===== config.mk =====
export PLATFORM = sky130hd
export DESIGN_NAME = dm_arbiter
export DESIGN_NICKNAME = d
export VERILOG_FILES = /design/src/rtl/dm_arb_pkg.sv /design/src/rtl/dm_rr_pick.sv /design/src/rtl/dm_arbiter.sv
export SDC_FILE = /design/constraint.sdc
export NUM_CORES = 1
export LEC_CHECK = 0
export ABC_AREA = 1
export ABC_CLOCK_PERIOD_IN_PS = 2600
export BUFFER_PORTS_ARGS = -buffer_cell sky130_fd_sc_hd__buf_2
export CAP_MARGIN = 20
export CORE_AREA = 3 3 141 143
export DETAILED_ROUTE_END_ITERATION = 6
export DIE_AREA = 0 0 144 146
export PLACE_DENSITY = 0.75
export REMOVE_ABC_BUFFERS = 1
export SYNTH_ARGS = -nofsm -noshare
export SYNTH_HDL_FRONTEND = slang
export SYNTH_HIERARCHICAL = 1
export SYNTH_SLANG_ARGS = --single-unit
export TNS_END_PERCENT = 20

===== constraint.sdc =====
create_clock -name clk -period 2.6 [get_ports clk]
set_clock_uncertainty 0.05 [all_clocks]
set_input_delay 0.26 -clock clk [delete_from_list [all_inputs] [get_ports clk]]
set_output_delay 0.26 -clock clk [all_outputs]
set_load 0.02 [all_outputs]

===== src/rtl/dm_arb_pkg.sv =====
// dm_arbiter shared types: op codes, FSM states
// and the request legality check.
package dm_arb_pkg;

  localparam logic [2:0] OP_LW = 3'd0;
  localparam logic [2:0] OP_SW = 3'd1;
  localparam logic [2:0] OP_SH = 3'd2;
  localparam logic [2:0] OP_SB = 3'd3;

  typedef enum logic [1:0] {
    ST_IDLE,
    ST_ACCESS,
    ST_RESP
  } st_e;

  function automatic logic dm_req_err(
    input logic [31:0] addr,
    input logic [2:0]  op,
    input int unsigned mem_words
  );
    logic [33:0] w_lim;
    logic        w_bad_op;
    logic        w_range;
    logic        w_align;
    w_lim    = {mem_words, 2'b00};
    w_bad_op = op > OP_SB;
    w_range  = {2'b00, addr} >= w_lim;
    w_align  = ((op == OP_SW) && (addr[1:0] != 2'b00)) ||
               ((op == OP_SH) && addr[0]);
    dm_req_err = w_bad_op || w_range || w_align;
  endfunction

endpackage


===== src/rtl/dm_rr_pick.sv =====
// Two-way round-robin pick: on a tie the port
// not granted last time wins.
module dm_rr_pick (
  input  logic [1:0] i_valid,
  input  logic       i_last,
  output logic [1:0] o_grant
);

  always_comb begin
    o_grant = i_valid;
    if (i_valid == 2'b11) begin
      o_grant = i_last ? 2'b01 : 2'b10;
    end
  end

endmodule


===== src/rtl/dm_arbiter.sv =====
// Two-port data-memory arbiter: accept, one
// memory access cycle, one response cycle.
module dm_arbiter
  import dm_arb_pkg::*;
#(
  parameter int unsigned MEM_WORDS = 3072
) (
  input  logic        clk,
  input  logic        reset,
  input  logic [1:0]  req_valid,
  output logic [1:0]  req_ready,
  input  logic [31:0] req_addr0,
  input  logic [31:0] req_addr1,
  input  logic [31:0] req_wdata0,
  input  logic [31:0] req_wdata1,
  input  logic [2:0]  req_op0,
  input  logic [2:0]  req_op1,
  input  logic [31:0] req_pc0,
  input  logic [31:0] req_pc1,
  output logic [1:0]  rsp_valid,
  output logic [31:0] rsp_rdata,
  output logic        rsp_err,
  output logic [31:0] mem_addr,
  output logic [31:0] mem_wdata,
  output logic [2:0]  mem_write,
  output logic [31:0] mem_pc,
  input  logic [31:0] mem_rdata
);

  st_e         r_state;
  logic        r_last;
  logic        r_owner;
  logic        r_err;
  logic [2:0]  r_op;
  logic [31:0] r_addr;
  logic [31:0] r_wdata;
  logic [31:0] r_pc;
  logic [2:0]  r_mem_write;
  logic [1:0]  r_rsp_valid;
  logic        r_rsp_err;
  logic [31:0] r_rsp_rdata;

  logic [1:0]  w_grant;
  logic        w_sel;
  logic        w_acc;
  logic        w_err;
  logic [31:0] w_addr;
  logic [31:0] w_wdata;
  logic [2:0]  w_op;
  logic [31:0] w_pc;

  dm_rr_pick u_pick (
    .i_valid (req_valid),
    .i_last  (r_last),
    .o_grant (w_grant)
  );

  assign w_sel   = w_grant[1];
  assign w_acc   = (r_state == ST_IDLE) && (w_grant != 2'b00);
  assign w_addr  = w_sel ? req_addr1  : req_addr0;
  assign w_wdata = w_sel ? req_wdata1 : req_wdata0;
  assign w_op    = w_sel ? req_op1    : req_op0;
  assign w_pc    = w_sel ? req_pc1    : req_pc0;
  assign w_err   = dm_req_err(w_addr, w_op, MEM_WORDS);

  // reset gates the grant so nothing is accepted while held
  assign req_ready = (w_acc && reset) ? w_grant : 2'b00;

  assign mem_addr  = r_addr;
  assign mem_wdata = r_wdata;
  assign mem_pc    = r_pc;
  assign mem_write = r_mem_write;
  assign rsp_valid = r_rsp_valid;
  assign rsp_err   = r_rsp_err;
  assign rsp_rdata = r_rsp_rdata;

  always_ff @(posedge clk or negedge reset) begin
    if (!reset) begin
      r_state     <= ST_IDLE;
      r_last      <= 1'b1;
      r_owner     <= 1'b0;
      r_err       <= 1'b0;
      r_op        <= OP_LW;
      r_addr      <= '0;
      r_wdata     <= '0;
      r_pc        <= '0;
      r_mem_write <= '0;
      r_rsp_valid <= '0;
      r_rsp_err   <= 1'b0;
      r_rsp_rdata <= '0;
    end else begin
      r_mem_write <= '0;
      r_rsp_valid <= '0;
      r_rsp_err   <= 1'b0;
      unique case (r_state)
        ST_IDLE: begin
          if (w_acc) begin
            r_owner <= w_sel;
            r_err   <= w_err;
            r_op    <= w_op;
            r_addr  <= w_addr;
            r_wdata <= w_wdata;
            r_pc    <= w_pc;
            if (!w_err && (w_op != OP_LW)) begin
              r_mem_write <= w_op;
            end
            r_state <= ST_ACCESS;
          end
        end
        ST_ACCESS: begin
          r_rsp_rdata <= (r_op == OP_LW && !r_err) ?
                         mem_rdata : '0;
          r_rsp_valid <= r_owner ? 2'b10 : 2'b01;
          r_rsp_err   <= r_err;
          r_state     <= ST_RESP;
        end
        ST_RESP: begin
          r_last  <= r_owner;
          r_state <= ST_IDLE;
        end
        default: r_state <= ST_IDLE;
      endcase
    end
  end

endmodule


-- Word-level counts from Yosys, hierarchy flattened
Index checks and enable logic that the tools add are counted.
- add/sub/neg operators: 0
- multipliers: 0
- div/mod/pow operators: 0
- magnitude comparators: 2
- equality and inequality tests: 6
- shift operators: 0
- muxes and demuxes: 16
- bitwise logic cells: 0
- reductions and logical operators: 17
- operators with widths (cell ; count):
    32-bit 2-to-1 mux ; 4
    32-bit by 14-bit greater-or-equal comparator with 1-bit output (second input constant) ; 1
    2-bit 2-to-1 mux ; 6
    3-bit 2-to-1 mux ; 4
    1-bit logical AND ; 6
    2-bit == test (second input constant) ; 2
    2-bit one-hot mux with 2 select lines ; 1
    2-bit nonzero test ; 2
    3-bit by 1-bit == test with 1-bit output (second input constant) ; 1
    3-bit by 2-bit == test with 1-bit output (second input constant) ; 1
    3-bit by 2-bit greater-than comparator with 1-bit output (second input constant) ; 1
    3-bit zero test ; 1
    1-bit logical OR ; 3
    3-bit nonzero test ; 1
    2-bit by 1-bit == test with 1-bit output (second input constant) ; 1
    1-bit zero test ; 2
    2-bit zero test ; 1
    2-bit inequality test (second input constant) ; 1
    2-bit AND reduction ; 1
    1-bit 2-to-1 mux ; 1
- register bits: 142
- latch bits: 0
- RAM bits: 0
- ROM bits: 0
- bits of input ports: 234
- output and inout bits: 136
- memories: 0

-- Logic depth before layout (Yosys ltp)
Gate-level depths: netlist of the first run.
- depth after elaboration: 12
- mapped depth: 13
- gate-level depth less buffers: 12

-- By module
The synthesis of the first run kept the hierarchy.
- modules (own cells, without submodules) (module ; times used ; cells an instance ; area an instance (sq um) ; seq. area each (sq um)):
    dm_arbiter ; 1 ; 836 ; 6575.1 ; 3554.7
    dm_rr_pick ; 1 ; 5 ; 21.3 ; 0.0

-- Worst setup path before layout of the first run
Ideal clock, no wire load.
- kind: register to output
- start: reg r_last
- end: out req_ready[1]
- data arrival time: 1.594 ns
- data required time: 2.290 ns
- slack: 0.696 ns
- stages on the path, launching flop included: 7
- buffers on the path: 3
- cell sequence: dfstp_2 a21oi_1 buf_6 buf_2 buf_2 nand2_1 nor2_1
- longest elaborated chain between the ends: 6
- RTL lines (what ; RTL line ; text):
    from (decl) ; dm_arbiter.sv:31 ; logic r_last;
    from (signal assigned) ; dm_arbiter.sv:118 ; r_last <= r_owner;
    2-bit 2-to-1 mux (*) ; dm_rr_pick.sv:12 ; o_grant = i_last ? 2'b01 : 2'b10;
    2-bit 2-to-1 mux (*) ; dm_rr_pick.sv:11 ; if (i_valid == 2'b11) begin
    via w_grant[1] ; dm_arbiter.sv:43 ; logic [1:0] w_grant;
    2-bit nonzero test ; dm_arbiter.sv:59 ; assign w_acc = (r_state == ST_IDLE) && (w_grant != 2'b00);
    1-bit logical AND ; dm_arbiter.sv:59 ;
    1-bit logical AND ; dm_arbiter.sv:67 ; assign req_ready = (w_acc && reset) ? w_grant : 2'b00;
    2-bit 2-to-1 mux (*) ; dm_arbiter.sv:67 ;
    to (decl) ; dm_arbiter.sv:11 ; output logic [1:0] req_ready,
The timed path passes the listed nets; every way through them passes the cells marked *.

-- Final worst setup path of the first run
Same ends and word-level chain as after synthesis.

==> results of run 1 <==
-- worst max-delay path by stage --
| stage | start | to | slack, ns | depth (start not counted) |
|---|---|---|---|---|
| after floorplan | r_last | r_err | -5.80 | 8 |
| after global placement | req_valid[1] | r_err | 0.50 | 12 |
| after detailed placement | req_valid[1] | mem_write[0] | 0.41 | 13 |
| after CTS | r_last | req_ready[1] | 0.11 | 5 |
| after global routing | r_last | req_ready[1] | 0.01 | 5 |
| final | r_last | req_ready[1] | 0.19 | 5 |
-- worst max-delay path, stage by stage (launching register included) --
cell and delay, ns:
sky130_fd_sc_hd__dfstp_2 0.39, sky130_fd_sc_hd__a21oi_4 0.26, sky130_fd_sc_hd__buf_4 0.57, sky130_fd_sc_hd__nand2_1 0.16, sky130_fd_sc_hd__nor2_1 0.13, sky130_fd_sc_hd__buf_2 0.18
-- cells in the final DEF (no fill, tap or decap), types with 2 or more instances in the layout --
master and instances:
sky130_fd_sc_hd__buf_2 368, sky130_fd_sc_hd__buf_12 4, sky130_fd_sc_hd__bufinv_16 4, sky130_fd_sc_hd__buf_4 11, sky130_fd_sc_hd__a31oi_1 80, sky130_fd_sc_hd__clkbuf_8 3
sky130_fd_sc_hd__clkinv_2 2, sky130_fd_sc_hd__nand2_1 347, sky130_fd_sc_hd__o21ai_1 8, sky130_fd_sc_hd__clkinv_4 2, sky130_fd_sc_hd__inv_1 37, sky130_fd_sc_hd__clkbuf_16 17
sky130_fd_sc_hd__o21ai_2 4, sky130_fd_sc_hd__o21ai_0 49, sky130_fd_sc_hd__inv_6 4, sky130_fd_sc_hd__dfrtp_1 141, sky130_fd_sc_hd__a21oi_1 2, sky130_fd_sc_hd__nor2_1 108
sky130_fd_sc_hd__nand3_1 3
-- layer usage --
layer  routed length [microns]  part of all wire [%]
met1                      8550                    40
met2                     11000                    51
met3                      1620                   7.5
met4                       468                   2.2
met5                         0                     0
-- logic make-up after synthesis --
family,Yosys count
AO/OA/AOI/OAI,145
buffers and inverters,93
AND/OR/NAND/NOR,460
other,1
flip-flops,142
-- area by class of cell --
cell class	instances	area (sq um)
fill	1777	9430
sequential	142	3550
clock buffer	20	467
antenna	1	2.50
multi-input combinational	606	2600
clock inverter	11	178
inverter	40	154
timing repair buffer	385	2030
tap	234	293
-- flip-flops by register name, indices dropped and copies added (netlist names) --
name	flops
mem_pc	32
r_last	1
r_state	2
mem_write	3
mem_wdata	32
r_owner	1
rsp_rdata	32
r_op	3
mem_addr	32
rsp_valid	2
rsp_err	1
r_err	1
-- Yosys cell counts, drive strengths merged --
library cell / count / share of area, %
conb: 1 / 0.057
nor2: 109 / 6.2
nand2: 347 / 20
dfrtp: 141 / 53
clkbuf: 14 / 0.80
and3: 1 / 0.095
a31oi: 80 / 7.6
buf: 39 / 3.9
nand3: 3 / 0.23
dfstp: 1 / 0.40
inv: 40 / 2.3
o21ai: 62 / 5.0
a21oi: 3 / 0.23
-- stage by stage --
| stage | cell area [sq um] | power, mW | util [%] | cells |
|---|---|---|---|---|
| after detailed placement | 8620 | 8.14 | 46.1 | 1406 |
| after floorplan | 6290 | 6.34 | - | 788 |
| after global routing | 9280 | 11.5 | 49.6 | 1439 |
| after global placement | 8620 | 8.06 | 46.1 | 1406 |
| final | 9280 | 10.7 | 49.6 | 1439 |
| after CTS | 9270 | 10.9 | 49.6 | 1438 |
-- timing repair --
action,in CTS,in global routing
hold buffers,1,0
endpoints found under the hold margin,30,0
resized for setup,0,0
-- report_power, final --
part           total (mW)  internal (mW)  switching [mW]
logic                4.55           1.50            3.05
registers            3.51           3.06           0.447
clock network        2.66           1.69           0.966
==> results.py, run 1 <==
metrics = {
    "global_route": {
        "first_global_vias": 6578,
        "number_of_antenna_violations_at_the_first_check_in_global_routing": 1,
        "grt_max_degree": 65,
        "grtUsageMet2_pct": 34.6,
        "grt.busiest_layer": "met2",
        "grt_first_pass_wirelength_mm": 33.6,
        "gr-total-overflow": 0,
        "use_met3_pct": 5.19,
        "met1_usage_pct": 23.9,
        "grtUsageTotal_pct": 20.1,
    },
    "timing": {
        "period_needed_ns": 2.41,
        "setup_total_negative_slack_ns": 0,
        "grt_setup_unrepaired": "no",
        "max_slew_margin_pct": 46.7,
        "finalSetupViolCount": 0,
        "setup_slack_ns": 0.186,
        "upper_clock_frequency_limit_mhz": 414,
        "fin_hold_ws_ns": 0.0433,
        "report.final.slew_viol_count": 0,
        "finalCritPeriodShare_pct": 92.8,
        "hold_viol_final": 0,
        "worst_pin_slew_ns": 0.799,
    },
    "placement": {
        "post-dp-hpwl_mm": 16.1,
        "placement.setup.worst_slack_ns": 0.414,
        "io_buffer_count": 369,
        "globalplace.congestion": 0.901,
    },
    "critical_path": {
        "timing.critical_path.to_type": "output port",
        "kind_of_critical_path": "register to output port",
        "largest_fanout_on_the_critical_path": 64,
        "worstPathArrival_ns": 2.10,
        "r2r_setup_slack_ns": 0.44,
        "worstReg2RegEnd": "mem_write[0]",
        "r2r_start": "r_last",
        "rr_worst_depth": 11,
        "critical_path_required_ns": 2.29,
        "element_type_at_the_critical_path_start": "register",
    },
    "logic_synthesis": {
        "netlist-cell-type-count": 18,
        "synth_mux_area_share_pct": 0,
        "post_synth_xor_area_fraction_pct": 0,
        "dominant_combinational_cell_family_by_area_after_synthesis": "simple AND/OR/NAND/NOR gates",
        "synth.cell_area_sq_mm": 0.00660,
        "number_of_register_bits_inferred_by_synthesis": 142,
        "syn_inst": 841,
        "seq_area_frac_synth_pct": 53.9,
        "postSynthAreaPerCell_sq_um": 7.84,
        "synthAdderAreaFrac_pct": 0,
        "synth_compound_gate_area_share_pct": 12.8,
        "synth_simple_gate_area_share_pct": 26.3,
        "yosysWarningCount": 6,
    },
    "worst_hold_path": {
        "hold_path.class": "input pin to register",
        "timing.hold.worst.start": "req_wdata0[15]",
        "hold_path_end": "mem_wdata[15]",
        "whs_path_depth": 3,
    },
    "clock_tree": {
        "cts_setup_buffers": 0,
        "cts_buffer_depth": 2,
        "cts_tree": "built",
        "insertion_delay_ns": 0.41,
        "cts.htree.levels": 4,
        "cts_root_buf": "sky130_fd_sc_hd__clkbuf_16",
        "tritoncts_sink_count": 142,
        "cts_made_buffers": 17,
        "worst_setup_hold_path_clk_slew_ns": 0.07,
    },
    "route": {
        "drt_first_iter_violations": 383,
        "avgViaCountPerCell": 4.83,
        "routed_wirelength_normalized_by_instance_count_microns": 15.0,
        "drc": 0,
        "ant_nets": 0,
        "route.vias.total": 6944,
        "routed_wirelength_mm": 21.6,
        "drt_first_pass_iters": 5,
    },
    "floorplanning": {
        "floorplan.initialDensity_pct": 35.3,
        "io_pins": 370,
        "fp.coreArea_sq_mm": 0.0187,
        "die_width_microns": 144,
        "dieArea_sq_mm": 0.0210,
        "floorplan.rows": 50,
        "chipHeight_microns": 146,
    },
    "power_and_ir_drop": {
        "vdd_drop_max_mv": 0.631,
        "powerDensity_mw_per_mm2": 1160,
        "p_leak_nw": 4.94,
    },
    "finish": {
        "final_layout_size_suffix_gt1_share_pct": 35.4,
        "number_of_nets_in_the_finished_design": 1426,
        "post_synthesis_to_final_layout_area_growth_pct": 40.6,
    },
    "run_status": {
        "run_status": "complete, no violations",
    },
    "run": {
        "maxCapViolCount": 0,
    },
}
No activity file was read; power rests on OpenSTA's default activity.
==> inputs of run 2 (changes only) <==
--- a/config.mk
+++ b/config.mk
@@ -7,7 +7,7 @@
 export LEC_CHECK = 0
 export ABC_AREA = 1
 export ABC_CLOCK_PERIOD_IN_PS = 2600
-export BUFFER_PORTS_ARGS = -buffer_cell sky130_fd_sc_hd__buf_2
+export BUFFER_PORTS_ARGS = -buffer_cell sky130_fd_sc_hd__clkbuf_2
 export CAP_MARGIN = 20
 export CORE_AREA = 3 3 141 143
 export DETAILED_ROUTE_END_ITERATION = 6
==> results.py, run 2 (synthesized netlist as in run 1, its figures left out) <==
metrics = {
    "worst_hold_path": {
        "hold_path.class": "input pin to register",
    },
    "critical_path": {
        "timing.critical_path.to_type": "output port",
        "largest_fanout_on_the_critical_path": 64,
        "worstPathArrival_ns": 2.11,
        "kind_of_critical_path": "register to output port",
        "element_type_at_the_critical_path_start": "register",
        "critical_path_required_ns": 2.29,
    },
    "timing": {
        "report.final.slew_viol_count": 0,
        "period_needed_ns": 2.42,
        "max_slew_margin_pct": 45.3,
        "fin_hold_ws_ns": 0.0290,
        "hold_viol_final": 0,
        "finalSetupViolCount": 0,
        "finalCritPeriodShare_pct": 92.9,
        "upper_clock_frequency_limit_mhz": 414,
        "worst_pin_slew_ns": 0.821,
        "grt_setup_unrepaired": "no",
    },
    "floorplanning": {
        "die_width_microns": 144,
        "floorplan.rows": 50,
        "fp.coreArea_sq_mm": 0.0187,
        "io_pins": 370,
        "dieArea_sq_mm": 0.0210,
        "floorplan.initialDensity_pct": 35.3,
        "chipHeight_microns": 146,
    },
    "power_and_ir_drop": {
        "p_leak_nw": 4.95,
        "powerDensity_mw_per_mm2": 1140,
        "switching_power_mw": 4.48,
        "pwr-share-comb_pct": 43.2,
        "cell_internal_pwr_mw": 6.01,
        "vdd_drop_max_mv": 0.473,
        "switching_share_pct": 42.7,
        "power_frac_clock_pct": 23.1,
        "p_seq_share_pct": 33.7,
    },
    "clock_tree": {
        "cts.htree.levels": 4,
        "cts_root_buf": "sky130_fd_sc_hd__clkbuf_16",
        "insertion_delay_ns": 0.41,
        "post_cts_resized": 0,
        "tritoncts_sink_count": 142,
        "cts_buffer_depth": 2,
        "cts_made_buffers": 17,
        "cts_tree": "built",
        "worst_setup_hold_path_clk_slew_ns": 0.06,
    },
    "placement": {
        "dpl_cell_area_sq_mm": 0.00861,
        "globalplace.congestion": 0.910,
        "io_buffer_count": 369,
        "post-dp-hpwl_mm": 16.0,
    },
    "finish": {
        "insertedDiodeCount": 0,
        "number_of_nets_in_the_finished_design": 1426,
        "final_design_area_no_fill_sq_mm": 0.00920,
        "mostFrequentLayoutCells": "368 x sky130_fd_sc_hd__clkbuf_2, 347 x sky130_fd_sc_hd__nand2_1, 141 x sky130_fd_sc_hd__dfrtp_1",
        "post_synthesis_to_final_layout_area_growth_pct": 39.5,
        "final_layout_size_suffix_gt1_share_pct": 35.3,
        "postLayoutCoreUtil_pct": 49.2,
        "mostFrequentLayoutCell": "sky130_fd_sc_hd__clkbuf_2",
    },
    "route": {
        "avgViaCountPerCell": 4.74,
        "routed_wirelength_mm": 21.3,
        "drt_first_pass_iters": 5,
        "ant_nets": 0,
        "route.vias.total": 6812,
        "drc": 0,
        "drt_first_iter_violations": 274,
        "routed_wirelength_normalized_by_instance_count_microns": 14.9,
    },
    "global_route": {
        "grt_max_degree": 65,
        "gr-total-overflow": 0,
        "first_global_vias": 6477,
        "number_of_antenna_violations_at_the_first_check_in_global_routing": 0,
        "grt_first_pass_wirelength_mm": 33.1,
        "grtUsageTotal_pct": 19.9,
    },
    "run_status": {
        "run_status": "complete, no violations",
    },
    "run": {
        "maxCapViolCount": 0,
    },
}
## run 2: cell count changes in the layout (fill, tap and decap cells not counted), sizes merged
| cell | before | now |
|---|---|---|
| buf | 384 | 16 |
| clkbuf | 20 | 387 |
| clkinvlp | 0 | 3 |
| bufinv | 4 | 2 |
| clkinv | 4 | 3 |
| diode | 1 | 0 |
## run 2: critical path, cell delays in order (launching register included)
cell and delay [ns]:
sky130_fd_sc_hd__dfstp_2 0.39, sky130_fd_sc_hd__a21oi_4 0.26, sky130_fd_sc_hd__buf_4 0.59, sky130_fd_sc_hd__nand2_1 0.16
sky130_fd_sc_hd__nor2_1 0.12, sky130_fd_sc_hd__clkbuf_2 0.18
## run 2: power groups by stage
stage                     clock network (mW)  logic [mW]  registers [mW]
after global routing                    2.60        5.00            3.65
after floorplan                            0        1.89            4.45
after global placement                     0        4.52            3.55
after CTS                               2.50        4.60            3.54
after detailed placement                   0        4.61            3.57
final                                   2.42        4.53            3.54
## run 2: routing by layer
layer	track usage, %	share of wire, %
met2	33.8	50
met4	6.97	2.2
met5	0	0
met1	24.5	42
met3	4.60	6.0
## run 2: final timing paths
| kind | start | to | slack [ns] | cells past startpoint |
|---|---|---|---|---|
| worst max-delay path | r_last | req_ready[1] | 0.18 | 5 |
| min in group asynchronous | reset | mem_addr[3] | 0.27 | 2 |
| worst min-delay path | req_wdata0[25] | mem_wdata[25] | 0.03 | 3 |
| worst min register to register | r_owner | rsp_valid[0] | 0.38 | 1 |
| worst max register to register | r_last | mem_write[1] | 0.53 | 11 |
| max in group asynchronous | reset | r_op[0] | 1.10 | 3 |
## run 2: timing repair
action / 4_1_cts / 5_1_grt
setup buffers: 0 / 0
hold buffers: 1 / 0
endpoints found under the hold margin: 26 / 0
## run 2: layout make-up
| class | count | area [sq um] |
|---|---|---|
| clock buffer | 19 | 453 |
| clock inverter | 11 | 131 |
| fill | 1839 | 9500 |
| inverter | 40 | 154 |
| multi-input combinational | 606 | 2600 |
| sequential | 142 | 3550 |
| tap | 234 | 293 |
| timing repair buffer | 385 | 2010 |
## run 2: per-stage QoR
| step | cells | worst slack, ns | setup TNS [ns] | power (mW) |
|---|---|---|---|---|
| after floorplan | 788 | -5.80 | -568.49 | 6.34 |
| after global placement | 1406 | 0.515 | 0 | 8.07 |
| after detailed placement | 1406 | 0.474 | 0 | 8.18 |
| after CTS | 1437 | 0.148 | 0 | 10.6 |
| after global routing | 1437 | 0.0288 | 0 | 11.2 |
| final | 1437 | 0.185 | 0 | 10.5 |
==> inputs of run 3 (changes only) <==
--- a/config.mk
+++ b/config.mk
@@ -16,6 +16,5 @@
 export REMOVE_ABC_BUFFERS = 1
 export SYNTH_ARGS = -nofsm -noshare
 export SYNTH_HDL_FRONTEND = slang
-export SYNTH_HIERARCHICAL = 1
 export SYNTH_SLANG_ARGS = --single-unit
 export TNS_END_PERCENT = 20
==> results.py, run 3 <==
metrics = {
    "run_status": {
        "run_status": "complete, no violations",
    },
    "logic_synthesis": {
        "number_of_register_bits_inferred_by_synthesis": 142,
        "synth.cell_area_sq_mm": 0.00667,
        "syn_inst": 838,
        "synth-edff-count": 0,
        "synth_area_leader_cell": "sky130_fd_sc_hd__dfrtp_1",
        "netlist-cell-type-count": 25,
        "post-synth-top-count-cell": "sky130_fd_sc_hd__nand2_1",
        "synth_largest_type_area_fraction_pct": 52.9,
        "synth-async-reset-ratio_pct": 100,
        "dominantRegCellSynth": "sky130_fd_sc_hd__dfrtp_1",
        "postSynthAreaPerCell_sq_um": 7.96,
        "yosysWarningCount": 0,
        "seq_area_frac_synth_pct": 53.3,
        "netlist_top_cells_area": "sky130_fd_sc_hd__dfrtp_1 53%, sky130_fd_sc_hd__o21ai_0 15%, sky130_fd_sc_hd__nand2_1 14%",
        "ys_top_cells_by_count": "250 x sky130_fd_sc_hd__nand2_1, 196 x sky130_fd_sc_hd__o21ai_0, 141 x sky130_fd_sc_hd__dfrtp_1, 107 x sky130_fd_sc_hd__nor2_1, 29 x sky130_fd_sc_hd__inv_1",
    },
    "global_route": {
        "first_global_vias": 6517,
        "grt_first_pass_wirelength_mm": 35.3,
        "gr-total-overflow": 0,
        "number_of_antenna_violations_at_the_first_check_in_global_routing": 0,
        "grtUsageTotal_pct": 21.1,
        "grt_max_degree": 143,
    },
    "clock_tree": {
        "tritoncts_sink_count": 142,
        "cts_root_buf": "sky130_fd_sc_hd__clkbuf_16",
        "insertion_delay_ns": 0.41,
        "cts_tree": "built",
        "cts_made_buffers": 17,
        "cts_setup_buffers": 0,
        "worst_setup_hold_path_clk_slew_ns": 0.06,
        "cts_buffer_depth": 2,
        "cts.htree.levels": 4,
    },
    "power_and_ir_drop": {
        "switching_power_mw": 4.48,
        "p_seq_share_pct": 33.9,
        "power_frac_clock_pct": 24.7,
        "vdd_drop_max_mv": 0.569,
        "fin_total_pwr_mw": 10.4,
        "p_leak_nw": 4.97,
        "powerDensity_mw_per_mm2": 1130,
        "pwr-share-comb_pct": 41.4,
        "switching_share_pct": 42.9,
        "cell_internal_pwr_mw": 5.96,
    },
    "finish": {
        "mostFrequentLayoutCells": "368 x sky130_fd_sc_hd__clkbuf_2, 250 x sky130_fd_sc_hd__nand2_1, 196 x sky130_fd_sc_hd__o21ai_0",
        "seq_area_sq_mm": 0.00355,
        "mostFrequentLayoutCell": "sky130_fd_sc_hd__clkbuf_2",
        "insertedDiodeCount": 0,
        "num-fill-cells": 1822,
        "final_layout_size_suffix_gt1_share_pct": 35.6,
        "multi_input_comb_area_sq_mm": 0.00266,
        "postLayoutCoreUtil_pct": 49.4,
        "final_design_area_no_fill_sq_mm": 0.00924,
        "number_of_nets_in_the_finished_design": 1422,
        "post_synthesis_to_final_layout_area_growth_pct": 38.6,
        "stdcell_count": 1435,
    },
    "critical_path": {
        "critical_path.slowest_cell": "sky130_fd_sc_hd__dfrtp_1",
        "worstPathArrival_ns": 2.10,
        "worstPathCellList": "or2_4, nor2_8, buf_4, nand2_1, nor2_1, clkbuf_2",
        "timing.critical_path.to_type": "output port",
        "element_type_at_the_critical_path_start": "register",
        "critical_path_required_ns": 2.29,
        "slowest_delay_ns": 0.42,
        "largest_fanout_on_the_critical_path": 39,
        "kind_of_critical_path": "register to output port",
    },
    "placement": {
        "io_buffer_count": 369,
        "globalplace.congestion": 0.921,
        "dpl_cell_area_sq_mm": 0.00861,
        "placement.setup.worst_slack_ns": 0.632,
        "post-dp-hpwl_mm": 16.3,
        "placed_cells_incl_taps": 1402,
    },
    "floorplanning": {
        "dieArea_sq_mm": 0.0210,
        "io_pins": 370,
        "fp.coreArea_sq_mm": 0.0187,
        "chipHeight_microns": 146,
        "die_width_microns": 144,
        "floorplan.rows": 50,
        "floorplan.initialDensity_pct": 35.6,
    },
    "route": {
        "route.vias.total": 6887,
        "drt_first_iter_violations": 432,
        "ant_nets": 0,
        "drt_first_pass_iters": 5,
        "routed_wirelength_mm": 22.5,
        "drc": 0,
        "avgViaCountPerCell": 4.80,
        "routed_wirelength_normalized_by_instance_count_microns": 15.7,
    },
    "run": {
        "maxCapViolCount": 0,
    },
    "timing": {
        "worst_pin_slew_ns": 0.929,
        "grt_setup_unrepaired": "no",
        "period_needed_ns": 2.41,
        "hold_viol_final": 0,
        "finalCritPeriodShare_pct": 92.6,
        "setup_slack_ns": 0.193,
        "max_slew_margin_pct": 37.9,
        "finalSetupViolCount": 0,
        "upper_clock_frequency_limit_mhz": 415,
        "report.final.slew_viol_count": 0,
    },
    "worst_hold_path": {
        "hold_path.class": "input pin to register",
    },
}
-- run 3: area by class of cell --
| cell class | instances | share of cell area (%) |
|---|---|---|
| Clock buffer | 19 | 4.79 |
| Multi-Input combinational cell | 609 | 28.7 |
| Tap cell | 234 | 3.17 |
| Inverter | 31 | 1.27 |
| Sequential cell | 142 | 38.5 |
| Clock inverter | 13 | 1.90 |
| Timing Repair Buffer | 387 | 21.7 |
-- run 3: final timing paths --
| check | from | end | slack (ns) | cells past startpoint |
|---|---|---|---|---|
| max in group asynchronous | reset | mem_pc[18] | 1.40 | 3 |
| setup reg to reg | r_last | mem_write[1] | 0.64 | 11 |
| hold reg to reg | r_owner | rsp_valid[0] | 0.37 | 1 |
| min in group asynchronous | reset | rsp_valid[0] | 0.56 | 3 |
| setup / recovery | r_state[1] | req_ready[1] | 0.19 | 6 |
| hold / removal | mem_rdata[25] | rsp_rdata[25] | 0.04 | 3 |
-- run 3: repair_timing --
action,in CTS,in global routing
hold endpoints to repair,21,0
hold buffers,1,0
resized for setup,0,0
-- run 3: kinds of logic (layout without fill, tap and decap cells) --
kind of cell / Yosys count / count (layout) / synth area share [%]
simple gates: 395 / 395 / 23.7
compound gates: 213 / 213 / 16.1
flops: 142 / 142 / 53.3
buf+inv: 87 / 450 / 6.87
other cells: 1 / 1 / 0.0562
-- run 3: metrics by stage --
step                setup TNS, ns  hold slack (ns)
floorplan                  -13.56          -0.0856
global placement                0            0.360
detailed placement              0            0.360
CTS                             0           0.0119
global route                    0           0.0256
finish                          0           0.0381
-- run 3: critical path, delay by kind of cell (launching register included) --
family                 cells  cell delay (ns)
DFF                        1             0.42
buffers and inverters      2             0.56
and+or+nand+nor            4             0.70
-- run 3: power by group through the flow --
stage	clock network [mW]	registers (mW)	logic [mW]
finish	2.58	3.54	4.32
global route	2.75	3.63	4.80
CTS	2.65	3.53	4.39
detailed placement	0	3.55	4.38
global placement	0	3.55	4.29
floorplan	0	4.44	1.60
-- run 3: layer usage --
metal,vias up,GRT usage (%),wire length (microns)
li1,3409,-,-
met1,3152,28.1,9720
met2,290,34.0,10800
met3,36,4.40,1420
met4,0,7.53,556
met5,-,0,0
